**src/rtl/lfsr_crypt_seq_pkg.sv**
```systemverilog
// lfsr_crypt_seq_pkg: shared FSM states, memory map constants and legal tap table for the LFSR crypt sequencer
package lfsr_crypt_seq_pkg;
  typedef enum logic [2:0] {IDLE, CFG0, CFG1, CFG2, CFG3, RD, WR, DONE} state_t;
  localparam int CFG_BASE = 61;
  localparam int OUT_BASE = 64;
  localparam int MAX_MSG = 52;
  localparam logic [7:0] SPACE = 8'h20;
  localparam logic [6:0] LEGAL_PTRN [9] = '{7'h60, 7'h48, 7'h78, 7'h72, 7'h6A, 7'h69, 7'h5C, 7'h7E, 7'h7B};
  function automatic logic ptrn_legal(input logic [6:0] p);
    ptrn_legal = 1'b0;
    for (int i = 0; i < 9; i++) if (LEGAL_PTRN[i] == p) ptrn_legal = 1'b1;
  endfunction
endpackage

```
**src/rtl/lfsr_crypt_seq_if.sv**
```systemverilog
// lfsr_crypt_seq_if: handshake and data-memory port between the sequencer and its host
interface lfsr_crypt_seq_if #(parameter int ADDR_W = 8);
  logic req, ack, busy, mem_ren, mem_wen, ptrn_err;
  logic [ADDR_W-1:0] mem_addr;
  logic [7:0] mem_rdata, mem_wdata;
  modport master(input req, mem_rdata, output ack, busy, mem_addr, mem_ren, mem_wen, mem_wdata, ptrn_err);
  modport slave(output req, mem_rdata, input ack, busy, mem_addr, mem_ren, mem_wen, mem_wdata, ptrn_err);
endinterface

```
**src/rtl/lfsr_crypt_seq_lfsr7_step.sv**
```systemverilog
// lfsr7_step: one 7-bit LFSR advance plus the parity-tagged encryption of a character
module lfsr7_step import lfsr_crypt_seq_pkg::*; (
  input  logic [6:0] state,
  input  logic [6:0] ptrn,
  input  logic [6:0] data,
  output logic [6:0] nxt,
  output logic [7:0] enc
);
  logic [6:0] x;
  // only the low 7 bits of (char - space) survive the xor, so bit 7 of the char never matters
  always_comb begin
    x = (data - SPACE[6:0]) ^ state;
    enc = {^x, x};
    nxt = {state[5:0], ^(state & ptrn)};
  end
endmodule

```
**src/rtl/lfsr_crypt_seq.sv**
```systemverilog
// lfsr_crypt_seq: DM-owning sequencer for the LFSR encryption pass; LFSR_CRYPT_PTRN_CHECK_EN enables tap-pattern legality checking
module lfsr_crypt_seq import lfsr_crypt_seq_pkg::*; #(
  parameter int ADDR_W = 8,
  parameter int MSG_LEN = 64
) (
  input logic clk,
  input logic init,
  lfsr_crypt_seq_if.master bus
);
  localparam int IW = $clog2(MSG_LEN);
  state_t state, state_n;
  logic [IW-1:0] idx;
  logic [3:0] pre;
  logic [6:0] ptrn, lfsr, lfsr_n;
  logic [7:0] off, enc;
  logic rd_ok, err, in_msg, legal, ren, wen;
  logic [ADDR_W-1:0] addr;
  assign off = 8'(idx) - 8'(pre);
  assign in_msg = 8'(idx) >= 8'(pre) && off < 8'(MAX_MSG);
`ifdef LFSR_CRYPT_PTRN_CHECK_EN
  assign legal = ptrn_legal(bus.mem_rdata[6:0]);
`else
  assign legal = 1'b1;
`endif
  lfsr7_step u_step (
    .state(lfsr),
    .ptrn(ptrn),
    .data(rd_ok ? bus.mem_rdata[6:0] : SPACE[6:0]),
    .nxt(lfsr_n),
    .enc(enc)
  );
  // next state and memory strobes; reads land one cycle later, so each capture sits one state after its read
  always_comb begin
    state_n = state;
    ren = 1'b0;
    wen = 1'b0;
    addr = '0;
    case (state)
      IDLE: state_n = bus.req ? IDLE : CFG0;
      CFG0: begin ren = 1'b1; addr = ADDR_W'(CFG_BASE); state_n = CFG1; end
      CFG1: begin ren = 1'b1; addr = ADDR_W'(CFG_BASE + 1); state_n = CFG2; end
      CFG2: begin ren = 1'b1; addr = ADDR_W'(CFG_BASE + 2); state_n = CFG3; end
      CFG3: state_n = RD;
      RD: begin ren = in_msg; addr = in_msg ? ADDR_W'(off) : '0; state_n = WR; end
      WR: begin wen = 1'b1; addr = ADDR_W'(OUT_BASE) + ADDR_W'(idx); state_n = idx == IW'(MSG_LEN - 1) ? DONE : RD; end
      DONE: state_n = bus.req ? IDLE : DONE;
      default: state_n = IDLE;
    endcase
  end
  assign bus.mem_ren = ren;
  assign bus.mem_wen = wen;
  assign bus.mem_addr = addr;
  assign bus.mem_wdata = state == WR ? enc : 8'h00;
  assign bus.ack = state == DONE;
  assign bus.busy = state != IDLE && state != DONE;
  assign bus.ptrn_err = err;
  // state, byte index, captured config and LFSR; idx holds at the last byte and clears on leaving DONE
  always_ff @(posedge clk) begin
    if (init) begin
      state <= IDLE;
      idx <= '0;
      pre <= '0;
      ptrn <= '0;
      lfsr <= '0;
      rd_ok <= 1'b0;
      err <= 1'b0;
    end else begin
      state <= state_n;
      case (state)
        IDLE: if (!bus.req) begin idx <= '0; err <= 1'b0; end
        CFG1: pre <= bus.mem_rdata[3:0];
        CFG2: begin ptrn <= legal ? bus.mem_rdata[6:0] : 7'h60; err <= err | ~legal; end
        CFG3: lfsr <= bus.mem_rdata[6:0] == 7'h00 ? 7'h01 : bus.mem_rdata[6:0];
        RD: rd_ok <= in_msg;
        WR: begin lfsr <= lfsr_n; idx <= idx == IW'(MSG_LEN - 1) ? idx : idx + 1'b1; end
        DONE: if (bus.req) idx <= '0;
        default: ;
      endcase
    end
  end
endmodule

```
**src/flat_wrapper.sv**
```systemverilog
// flat-port wrapper written by rule: the top's interface ports become plain ports
module lfsr_crypt_seq_flat import lfsr_crypt_seq_pkg::*;
#(
  parameter int ADDR_W = 8,
  parameter int MSG_LEN = 64
)
  (clk, init, bus_req, bus_mem_rdata, bus_ack, bus_busy, bus_mem_addr, bus_mem_ren, bus_mem_wen, bus_mem_wdata, bus_ptrn_err);
  lfsr_crypt_seq_if #(.ADDR_W(ADDR_W)) bus_i ();
  input logic clk;
  input logic init;
  input wire logic [$bits(bus_i.req)-1:0] bus_req;
  input wire logic [$bits(bus_i.mem_rdata)-1:0] bus_mem_rdata;
  output wire logic [$bits(bus_i.ack)-1:0] bus_ack;
  output wire logic [$bits(bus_i.busy)-1:0] bus_busy;
  output wire logic [$bits(bus_i.mem_addr)-1:0] bus_mem_addr;
  output wire logic [$bits(bus_i.mem_ren)-1:0] bus_mem_ren;
  output wire logic [$bits(bus_i.mem_wen)-1:0] bus_mem_wen;
  output wire logic [$bits(bus_i.mem_wdata)-1:0] bus_mem_wdata;
  output wire logic [$bits(bus_i.ptrn_err)-1:0] bus_ptrn_err;
  assign bus_i.req = bus_req;
  assign bus_i.mem_rdata = bus_mem_rdata;
  assign bus_ack = bus_i.ack;
  assign bus_busy = bus_i.busy;
  assign bus_mem_addr = bus_i.mem_addr;
  assign bus_mem_ren = bus_i.mem_ren;
  assign bus_mem_wen = bus_i.mem_wen;
  assign bus_mem_wdata = bus_i.mem_wdata;
  assign bus_ptrn_err = bus_i.ptrn_err;
  lfsr_crypt_seq #(.ADDR_W(ADDR_W), .MSG_LEN(MSG_LEN)) u_core (.clk(clk), .init(init), .bus(bus_i));
endmodule
```
**config.mk**
```make
export PLATFORM = sky130hd
export DESIGN_NAME = lfsr_crypt_seq_flat
export DESIGN_NICKNAME = d
export VERILOG_FILES = /design/src/rtl/lfsr_crypt_seq_pkg.sv /design/src/rtl/lfsr_crypt_seq_if.sv /design/src/rtl/lfsr_crypt_seq_lfsr7_step.sv /design/src/rtl/lfsr_crypt_seq.sv /design/src/flat_wrapper.sv
export SDC_FILE = /design/constraint.sdc
export NUM_CORES = 1
export LEC_CHECK = 0
export ABC_AREA = 1
export ABC_CLOCK_PERIOD_IN_PS = 2800
export BUFFER_PORTS_ARGS = -buffer_cell sky130_fd_sc_hd__buf_2
export CAP_MARGIN = 30
export CELL_PAD_IN_SITES_DETAIL_PLACEMENT = 0
export CELL_PAD_IN_SITES_GLOBAL_PLACEMENT = 2
export CORE_ASPECT_RATIO = 0.5
export CORE_UTILIZATION = 30
export DETAILED_ROUTE_END_ITERATION = 16
export PLACE_DENSITY_LB_ADDON = 0.08
export SETUP_SLACK_MARGIN = 0.05
export SKIP_LAST_GASP = 1
export SLEW_MARGIN = 10
export SYNTH_ARGS = -nofsm -noshare
export SYNTH_HDL_FRONTEND = slang
export SYNTH_SLANG_ARGS = --single-unit
```
**constraint.sdc**
```tcl
create_clock -name clk -period 2.8 [get_ports clk]
set_clock_uncertainty 0.2 [all_clocks]
set_input_delay 0.14 -clock clk [delete_from_list [all_inputs] [get_ports clk]]
set_output_delay 0.14 -clock clk [all_outputs]
set_load 0.02 [all_outputs]
```
After elaboration in Yosys (flattened, before gate mapping)

Index checks and enable logic that the tools add are counted.

Equality and inequality tests: 12
Muxes and demuxes: 16
Bitwise logic cells: 2
Reduce and logical (&&, ||, !) cells: 11
Add/sub/neg operators: 4
Order comparisons: 2

Operators by type and width:

| operator                                                    | count |
|---|---|
| case mux 8 bit (5 select lines)                             | 1 |
| case mux 3 bit (8 select lines)                             | 1 |
| 2-to-1 mux 6 bit                                            | 3 |
| case mux 6 bit (3 select lines)                             | 1 |
| 2-to-1 mux 8 bit                                            | 2 |
| 2-to-1 mux 7 bit                                            | 2 |
| case mux 7 bit (2 select lines)                             | 1 |
| parity 7 bit                                                | 2 |
| equality test 3 bit (second input constant)                 | 4 |
| adder 7 x 6 -> 8 bit (first input constant)                 | 1 |
| less-than comparator 8 x 6 -> 1 bit (second input constant) | 1 |
| bitwise AND 7 bit                                           | 1 |
| logical NOT 7 bit                                           | 1 |
| subtractor 6 x 4 -> 7 bit                                   | 1 |
| subtractor 7 x 6 -> 7 bit (second input constant)           | 1 |
| bitwise XOR 7 bit                                           | 1 |
| adder 6 x 1 -> 6 bit (second input constant)                | 1 |
| equality test 3 x 2 -> 1 bit (second input constant)        | 2 |
| equality test 6 bit (second input constant)                 | 1 |
| greater-or-equal comparator 6 x 4 -> 1 bit                  | 1 |
| inequality test 2 bit (second input constant)               | 3 |
| nonzero test 3 bit                                          | 2 |
| AND reduction 4 bit                                         | 1 |
| equality test 3 x 1 -> 1 bit (second input constant)        | 1 |
| other kinds (9)                                             | 11 |

Logic and storage cells: 53
Register bits after elaboration: 28
Input port bits: 11

Depth between registers and ports, before layout

Gate-level depths: netlist (run 1).

Depth after elaboration: 5
Depth in mapped cells: 12

By module

From an unflattened synthesis (run 1), not the netlist that was laid out.

Cells, all modules: 382
Area total of the unflattened synthesis: 2290.9 µm²

Modules (own cells, without submodules):

| module         | times used | cells each | area an instance (µm²) | seq. area each (µm²) |
|---|---|---|---|---|
| lfsr_crypt_seq | 1          | 263        | 1773.0                 | 560.5 |
| lfsr7_step     | 1          | 119        | 518.0                  | 0.0 |

Worst setup path after synthesis (run 1)

OpenSTA, ideal clock, no wires.

Path kind: reg-to-output
Start: register u_core.idx[0]
End: output bus_mem_addr[0]
Cell stages (with the launch flop): 12
Data arrival time: 1.854 ns
Data required time: 2.460 ns
Path slack: 0.606 ns
Cells stage by stage: dfxtp_1 inv_1 ha_1 inv_1 fa_1 nand3_1 nand3_1 nand2_1 a21oi_1 nand2_1 nand2_4 o21bai_1

Cells in the longest elaborated chain, start to end: 5

RTL lines:

| item                                | line                 | source |
|---|---|---|
| start, declared                     | lfsr_crypt_seq.sv:12 | `logic [IW-1:0] idx;` |
| start signal, assigned              | lfsr_crypt_seq.sv:75 | `WR: begin lfsr <= lfsr_n; idx <= idx == IW'(MSG_LEN - 1) ? idx : idx + 1'b1; end` |
| subtractor 6 x 4 -> 7 bit           | lfsr_crypt_seq.sv:18 | `assign off = 8'(idx) - 8'(pre);` |
| less-than comparator 8 x 6 -> 1 bit | lfsr_crypt_seq.sv:19 | `assign in_msg = 8'(idx) >= 8'(pre) && off < 8'(MAX_MSG);` |
| logical AND 1 bit                   | lfsr_crypt_seq.sv:19 |  |
| 2-to-1 mux 8 bit                    | lfsr_crypt_seq.sv:44 | `RD: begin ren = in_msg; addr = in_msg ? ADDR_W'(off) : '0; state_n = WR; end` |
| case mux 8 bit (5 select lines) *   | lfsr_crypt_seq.sv:38 | `case (state)` |
| end, declared                       | flat_wrapper.sv:15   | `output wire logic [$bits(bus_i.mem_addr)-1:0] bus_mem_addr;` |

Mark *: on every way between the ends. The rest lies on a longest branch, timed or not.

Worst setup path in the final report (run 1)

Start: register u_core.idx[0]
End: output bus_mem_addr[4]

The elaborated chain is that of the path after synthesis.

==> run summary, run 1 <==
Counting every sink on the clock net gives 28. Setup violations remaining at the end of the flow were counted as 0. The number of H-tree branching levels is 1. Counting every instance in the synthesized netlist gives roughly 340. The path category of the worst min-delay check is in2reg. The placed wire-length estimate is about 4.3 mm. The overall power consumption is 1.18 mW. The number of buffers inserted by post-CTS setup repair is 0. The worst setup path is captured at an output pin. The sequential fraction of design power is a little under two fifths. Including well taps, the total number of placed cells is ~450.

The count of flip-flops with a built-in enable after synthesis is 0. Together, buffers and inverters on the worst path number 3. The routability congestion estimate from global placement came out at 0.826. The clock power share came out at a little under two fifths.

The final wirelength came out at approximately 5.7 mm. The number of non-filler instances in the completed layout is approximately 460. The average via count per standard cell came out at roughly 4.7. The total grt overflow is 0. VDD sags by at most 0.000235 V. The largest individual stage delay along the critical path comes from the cell sky130_fd_sc_hd__fa_2. For the finished layout, the period the worst path requires is approximately 2.6 ns. The critical path goes through inv_2 -> ha_1 -> inv_1 -> fa_2 -> nand3_1 -> nand3_1 -> nand2_1 -> a21oi_1 -> nand2_1 -> nand2_4 -> o21bai_1 -> buf_2. The number of global-route vias before repair was 1925. Setup repair after global routing left no endpoint under its margin. The startpoint of the worst setup timing path is u_core.idx[0]. The count of different cell masters after synthesis came out at 34.

The width of the chip came out at between 100 and 150 um. The die covers 7190 um2. For this run, the slowest stage of the critical path takes 0.37 ns. The internal portion of total power came out at approximately 800 uW. The normalized max-slew margin came out at a little over half. The clock network latency to the later pin of the worst-skew pair is between 0.2 and 0.3 ns. Summed over all cells, the static leakage comes to approximately 1.1 nW. The combined global-route utilization of all metal layers came out at between 15 and 20%. The run finished with clean final reports. During placement, the flow inserted port buffers numbering 28. The number of detailed-routing iterations run before antenna repair is 4. The minimum setup slack among reg-to-reg paths is 0.72 ns. The number of clock buffers inserted by TritonCTS is 3. The critical path crosses 12 cells after its start point.

The overall via count from detail_route came out at 2130. The power density normalized to cell area came out at between 400 and 500 nW/um2. The final-report max-slew violation count is 0.

The register bit total from synthesis came out at 28. The floorplan step set the die height to 60.5 um. The starting DRC count in detailed routing came out at between 100 and 150. The required time at the worst-slack endpoint came out at 2.46 ns.

The async set-reset flop share out of synthesis is 0%. The post-route netlist has 13.0% of its cells at a drive strength greater than 1. The core region is approximately 6300 um2. The kind of cell with the highest combined delay along the critical path is simple AND/OR/NAND/NOR gates. The number of cells on the worst reg-to-reg path is 12.

The switching power came out at 366 uW. The repair_antennas step left the layout with diodes totalling 0. The floorplan row count is 20. The start-to-end type of the worst setup path is reg2out. The logic gate share of total power is approximately a quarter. The starting density of the core is 32.4%. The max-capacitance violation count is 0. Compared with the post-synthesis result, the final layout area differs by 18.2%. The maximum number of pins on one net before global-route repair came out at 19. The maximum clock frequency came out at just under 400 MHz.

The final layout contains a little under 400 nets. The total DRC errors in the routed layout came out at 0. The maximum count of clock buffers along a single path came out at 2. Once routing completed, OpenROAD measured the worst setup slack at ~0.24 ns. The proportion of total power due to net switching is approximately 31%. For the pin with the worst max-slew slack, the measured transition is 0.697 ns. The kind of start point of the critical path is a flip-flop. Clock tree synthesis selected as its root buffer the cell sky130_fd_sc_hd__clkbuf_16. After filler insertion, the fill cell instance count of the layout stands at between 700 and 800. The ratio of final minimum period to clock period came out at between 90% and 100%. The top-level port count is 32. The final hold slack is between 0.015 and 0.02 ns.

In this run the cell area of the synthesized design comes to about 2000 um2. Among all flip-flop cells after synthesis, the most frequent one is sky130_fd_sc_hd__dfxtp_1. The sequential fraction of the synthesis area came out at between 20% and 30%. The wire length of the first global-routing pass came out at between 9 and 10 mm. The total negative setup slack is 0 ns.

The number of antenna violations at the first check in global routing came out at 0. The number of stages on the worst hold path came out at 3. In this run the critical register-to-register path is launched from u_core.idx[0]. The clock transition at the registers of the reported paths came out at ~0.070 ns. During synthesis, Yosys emitted a total of 0 warnings. The worst slack after detailed placement is between 0.4 and 0.5 ns.

The launch instance of the worst min-delay path is bus_mem_rdata[3]. Once detail routing completed, the nets flagged for antenna violations numbered 0. For the worst setup path, the data arrival time is approximately 2.2 ns. The TritonCTS clock tree is built. The maximum fanout along the worst path is 6. The number of endpoints with negative hold slack in the final report is 0. The routed wire length per instance is about 13 um. The average footprint of a synthesized cell came out at a little over 6 um2.
## cell type report
| type | count | area [um2] | share of cell area [%] |
|---|---|---|---|
| Timing Repair Buffer | 37 | 225 | 9.28 |
| Inverter | 39 | 149 | 6.14 |
| Clock inverter | 1 | 30.0 | 1.24 |
| Tap cell | 88 | 110 | 4.54 |
| Clock buffer | 3 | 75.1 | 3.09 |
| Multi-Input combinational cell | 260 | 1280 | 52.6 |
| Sequential cell | 28 | 561 | 23.1 |
## repair_timing
| action | CTS | global route |
|---|---|---|
| hold buffers | 7 | 0 |
| hold endpoints to repair | 8 | 0 |
| setup endpoints to repair | 0 | 7 |
| resized for setup | 0 | 2 |
## state kept, by name, summed over array words and instances, names as in the netlist
signal        flops
u_core.lfsr       7
u_core.state      3
u_core.idx        6
u_core.ptrn       7
u_core.pre        4
u_core.rd_ok      1
## power by group through the flow
stage	combinational (mW)	sequential [mW]	clock [mW]
5_1_grt	0.338	0.444	0.455
3_3_place_gp	0.290	0.450	0
4_1_cts	0.300	0.440	0.444
6_report	0.299	0.441	0.437
3_5_place_dp	0.292	0.450	0
2_1_floorplan	0.222	0.442	0
## cell families after synthesis
group / share of synthesized area [%]
flip-flops: 27.3
adder cells (fa/ha/maj): 4.02
other: 0.183
AND/OR/NAND/NOR: 37.1
buffers and inverters: 10.8
AO/OA/AOI/OAI: 15.1
XOR/XNOR: 5.55
## path summary, 6_finish.rpt
kind	endpoint
max	bus_mem_addr[4]
min	u_core.ptrn[3]
max reg2reg	u_core.rd_ok
min reg2reg	u_core.pre[0]
## synthesized netlist by cell type, types with 2 or more instances
master	n	area (um2)
sky130_fd_sc_hd__ha_1	5	62.6
sky130_fd_sc_hd__nand2_2	3	18.8
sky130_fd_sc_hd__a21oi_1	25	125
sky130_fd_sc_hd__inv_1	35	131
sky130_fd_sc_hd__buf_4	2	15.0
sky130_fd_sc_hd__xnor2_1	5	43.8
sky130_fd_sc_hd__dfxtp_1	28	561
sky130_fd_sc_hd__nand2_1	110	413
sky130_fd_sc_hd__o21ai_0	19	95.1
sky130_fd_sc_hd__xor2_1	8	70.1
sky130_fd_sc_hd__buf_2	4	20.0
sky130_fd_sc_hd__nand3_1	26	130
sky130_fd_sc_hd__nor2_1	35	131
sky130_fd_sc_hd__nand4_1	2	12.5
sky130_fd_sc_hd__nor3_1	2	10.0
sky130_fd_sc_hd__clkbuf_1	3	11.3
sky130_fd_sc_hd__inv_2	3	11.3
sky130_fd_sc_hd__a31oi_1	2	12.5
sky130_fd_sc_hd__o21bai_1	4	30.0
sky130_fd_sc_hd__buf_6	2	22.5
sky130_fd_sc_hd__o22ai_1	2	12.5
## metrics by stage
step | util [%] | instance area (um2)
floorplan | - | 2060
global placement | 35.5 | 2250
detailed placement | 35.5 | 2250
CTS | 38.3 | 2420
global route | 38.3 | 2430
finish | 38.3 | 2430
## per-layer routing
layer	vias up	GRT usage [%]	routed length (um)
li1	1133	-	-
met3	2	3.10	194
met1	965	22.0	2950
met4	0	2.53	15
met5	-	0	0
met2	30	30.0	2540
## cells in the final DEF, fill, tap and decap left out, drive strengths merged
cell / synthesis / final
o21ai: 20 / 20
dlygate4sd3: 0 / 7
o21bai: 4 / 4
xor2: 8 / 8
conb: 1 / 2
dfxtp: 28 / 28
clkbuf: 3 / 3
nor3: 3 / 3
nand4: 2 / 2
a211oi: 1 / 1
buf: 9 / 30
xnor2: 5 / 5
o211ai: 1 / 1
a21oi: 25 / 25
fa: 1 / 1
o22ai: 2 / 2
o221ai: 1 / 1
inv: 39 / 39
nand3: 26 / 26
bufinv: 0 / 1
a31oi: 2 / 2
ha: 5 / 5
nor4: 1 / 1
nor2: 37 / 37
nand2: 114 / 114
## worst reg2reg max path: stages (launching register included)
cell,delay (ns)
sky130_fd_sc_hd__dfxtp_1,0.36
sky130_fd_sc_hd__inv_2,0.09
sky130_fd_sc_hd__ha_1,0.14
sky130_fd_sc_hd__inv_1,0.07
sky130_fd_sc_hd__fa_2,0.37
sky130_fd_sc_hd__nand3_1,0.11
sky130_fd_sc_hd__nand2_1,0.06
sky130_fd_sc_hd__nand2_1,0.06
sky130_fd_sc_hd__nand2_1,0.06
sky130_fd_sc_hd__a21oi_1,0.13
sky130_fd_sc_hd__nand2_1,0.13
sky130_fd_sc_hd__nand2_4,0.12
sky130_fd_sc_hd__a21oi_1,0.06
Power figures use the tool's default switching activity.
==> run 2: changes to the inputs <==
==> constraint.sdc (replaced) <==
create_clock -name clk -period 2.8 [get_ports clk]
set_clock_uncertainty 0.2 [all_clocks]
set_input_delay 0.7 -clock clk [delete_from_list [all_inputs] [get_ports clk]]
set_output_delay 0.7 -clock clk [all_outputs]
set_load 0.02 [all_outputs]
==> run summary, run 2 (synthesized netlist as in run 1, its figures left out) <==
The area of the die is 7190 um2 (unchanged). The maximum clock frequency was 338 MHz (-14%). The overall power consumption is 1.14 mW (-3.0%). The top-level port count came out at 32 (unchanged).

The static leakage is 1.19 nW (+4.8%). The top cell types in the final layout, fill and taps aside, are sky130_fd_sc_hd__nand2_1 (105), sky130_fd_sc_hd__nor2_1 (35), sky130_fd_sc_hd__inv_1 (32). The total grt overflow came to 0 (unchanged). The number of inserted filler cells in the final layout is 691 (-2.0%). The cell count after placement came out at 455 (+2.2%). The minimum clock period came out at 2.96 ns (+0.403 ns). The sequential cell area in the final layout was 564 um2 (+0.67%). The switching power came to 366 uW (about the same). The final reports fail on setup timing. The worst slack after detailed placement is 0.0117 ns (-0.437 ns). The count of port buffers added during placement is 28 (unchanged). The final wirelength is 5.62 mm (-1.5%). The critical path is of the reg2out type. The clock power share came to 31.5% (-5.6 points).

The ratio of final minimum period to clock period was 106% (+14 points). The number of H-tree branching levels came to 1 (unchanged). The width of the chip came out at 119 um (unchanged). The total of hold buffers inserted after clock tree synthesis came out at 0 (-7).

The final-stage net count is 393 (+1.8%). The fraction of the core area covered by cells at the end of the flow came out at 40.2% (+1.9 points). The endpoint identified for the worst register-to-register timing path is u_core.idx[1]. The max-capacitance violation count came out at 0 (unchanged).

The average via count per standard cell was 4.63 (-0.77%). The worst path arrival time was 2.06 ns (-0.16 ns). The final-report max-slew violation count was 0 (unchanged). The wire length of the first global-routing pass is 9.39 mm (-0.59%). The logic gate share of total power is 30.1% (+4.7 points). The combined global-route utilization of all metal layers is 16.8% (+0.039 points). The critical path starts at u_core.idx[0]. The final antenna diode count is 0 (unchanged). The actual slew at the worst max-slew pin came out at 0.883 ns (+0.186 ns).

The placed wire-length estimate came to 4.43 mm (+2.1%). The cell count of the worst reg-to-reg path is 11 (-1). The endpoint type of the worst setup path is an output pin. The routability congestion estimate from global placement came out at 0.826 (about the same). The floorplan row count is 20 (unchanged). The number of non-filler instances in the completed layout is 463 (+1.5%). The power density normalized to cell area was 448 nW/um2 (-7.7%). The area growth from synthesis to final layout is 24.1%.

The clock transition at the registers of the reported paths came to 0.07 ns (about the same). The routed wire length per instance is 12.1 um (-2.9%). The final hold slack is 0.293 ns (+0.278 ns). The starting DRC count in detailed routing is 77 (-42%). The proportion of total power due to net switching is 32.1% (+0.97 points). The overall via count from detail_route is 2146 (+0.75%). The maximum number of pins on one net before global-route repair came out at 19 (unchanged). The total DRC errors in the routed layout is 0 (unchanged). The end point of the critical path is bus_mem_addr[2]. The die boundary height is 60.5 um (unchanged).

The final-report setup violation count is 7 (+7). The number of global-route vias before repair came out at 1992 (+3.5%). The count of clock tree sinks came out at 28 (unchanged). The number of antenna violations at the first check in global routing was 0 (unchanged). STA classifies the critical path startpoint as a flip-flop.

The minimum setup slack among reg-to-reg paths was 0.60 ns (-0.12 ns). The normalized max-slew margin came to 40.5% (-13 points). TritonCTS built the clock tree.

The multi-input combinational cell area came to 1350 um2 (+6.0%). The required time at the worst-slack endpoint is 1.90 ns (-0.56 ns). In the final layout, the registers with the most flip-flops are u_core.lfsr x7, u_core.ptrn x7, u_core.idx x6. The starting density of the core is 32.4% (unchanged). The number of detailed-routing iterations run before antenna repair came out at 4 (unchanged). The number of clock buffers inserted by TritonCTS is 3 (unchanged). The ratio of cells with drive above 1 in the final layout is 21.6% (+8.6 points).

The placeable core region is 6330 um2 (unchanged). The maximum resistive drop on vdd came out at 0.000313 V (+33%). The sequential fraction of design power is 38.5% (+1.0 points).

The path class of the tightest hold or removal check is reg2reg. The leading cell type in the layout, fill and taps excluded is sky130_fd_sc_hd__nand2_1. The flow ran to the end, but the final reports show violations. The internal portion of total power came to 774 uW (-4.4%). The maximum fanout along the worst path is 6 (unchanged). The number of nets with antenna violations after routing came out at 0 (unchanged). The launch instance of the worst register-to-register path is u_core.state[2].

The clock network latency to the later pin of the worst-skew pair is 0.26 ns (about the same). The maximum count of clock buffers along a single path was 2 (unchanged). The tree is rooted in a sky130_fd_sc_hd__clkbuf_16.

The setup slack after layout came to -0.163 ns (-0.403 ns). Setup repair after global routing could not meet its margin everywhere. The number of endpoints with negative hold slack in the final report was 0 (unchanged).
[run 2: power groups by stage]
stage | sequential [mW] | clock (mW) | combinational, mW
after floorplan | 0.442 | 0 | 0.222
after global placement | 0.447 | 0 | 0.304
after detailed placement | 0.447 | 0 | 0.304
after CTS | 0.438 | 0.370 | 0.334
after global routing | 0.442 | 0.383 | 0.381
final | 0.439 | 0.359 | 0.343
[run 2: per-stage QoR]
stage / area (um2) / TNS (ns)
after global routing: 2550 / -1.96
after floorplan: 2060 / 0
after detailed placement: 2320 / 0
after CTS: 2510 / -1.06
final: 2550 / -0.995
after global placement: 2320 / 0
[run 2: what timing repair did]
item,4_1_cts,5_1_grt
gates cloned,0,0
endpoints found under the setup margin,8,8
setup buffers,3,1
resized for setup,20,11
pin swaps,6,6
[run 2: worst min path at each step]
stage                       start             to  slack (ns)  cells after the start
global route        u_core.pre[3]  u_core.pre[3]        0.32                      2
floorplan           u_core.pre[2]  u_core.pre[2]        0.24                      2
finish              u_core.pre[0]  u_core.pre[0]        0.29                      2
CTS                 u_core.pre[0]  u_core.pre[0]        0.30                      2
detailed placement  u_core.pre[0]  u_core.pre[0]        0.27                      2
global placement    u_core.pre[0]  u_core.pre[0]        0.26                      2
[run 2: cell type report]
class	instances	area share, %
Clock buffer	4	3.49
Timing Repair Buffer	44	11.1
Multi-Input combinational cell	260	53.1
Inverter	39	5.84
Sequential cell	28	22.2
Tap cell	88	4.32
[run 2: critical path, stage by stage (launching register included)]
cell,delay [ns]
sky130_fd_sc_hd__dfxtp_2,0.32
sky130_fd_sc_hd__inv_2,0.07
sky130_fd_sc_hd__ha_4,0.12
sky130_fd_sc_hd__inv_2,0.04
sky130_fd_sc_hd__fa_2,0.42
sky130_fd_sc_hd__nand3_2,0.08
sky130_fd_sc_hd__nand3_1,0.09
sky130_fd_sc_hd__nand2_2,0.10
sky130_fd_sc_hd__a21oi_2,0.04
sky130_fd_sc_hd__nand2_2,0.09
sky130_fd_sc_hd__nand2_4,0.08
sky130_fd_sc_hd__o21bai_1,0.15
sky130_fd_sc_hd__buf_2,0.18
[run 2: routing by layer]
layer  share of wire, %  vias up  global-route usage [%]
met5                  0        -                       0
met4               0.27        0                    2.17
met3                2.4        2                    2.54
met2                 46       28                    31.5
met1                 51      968                    21.6
li1                   -     1148                       -
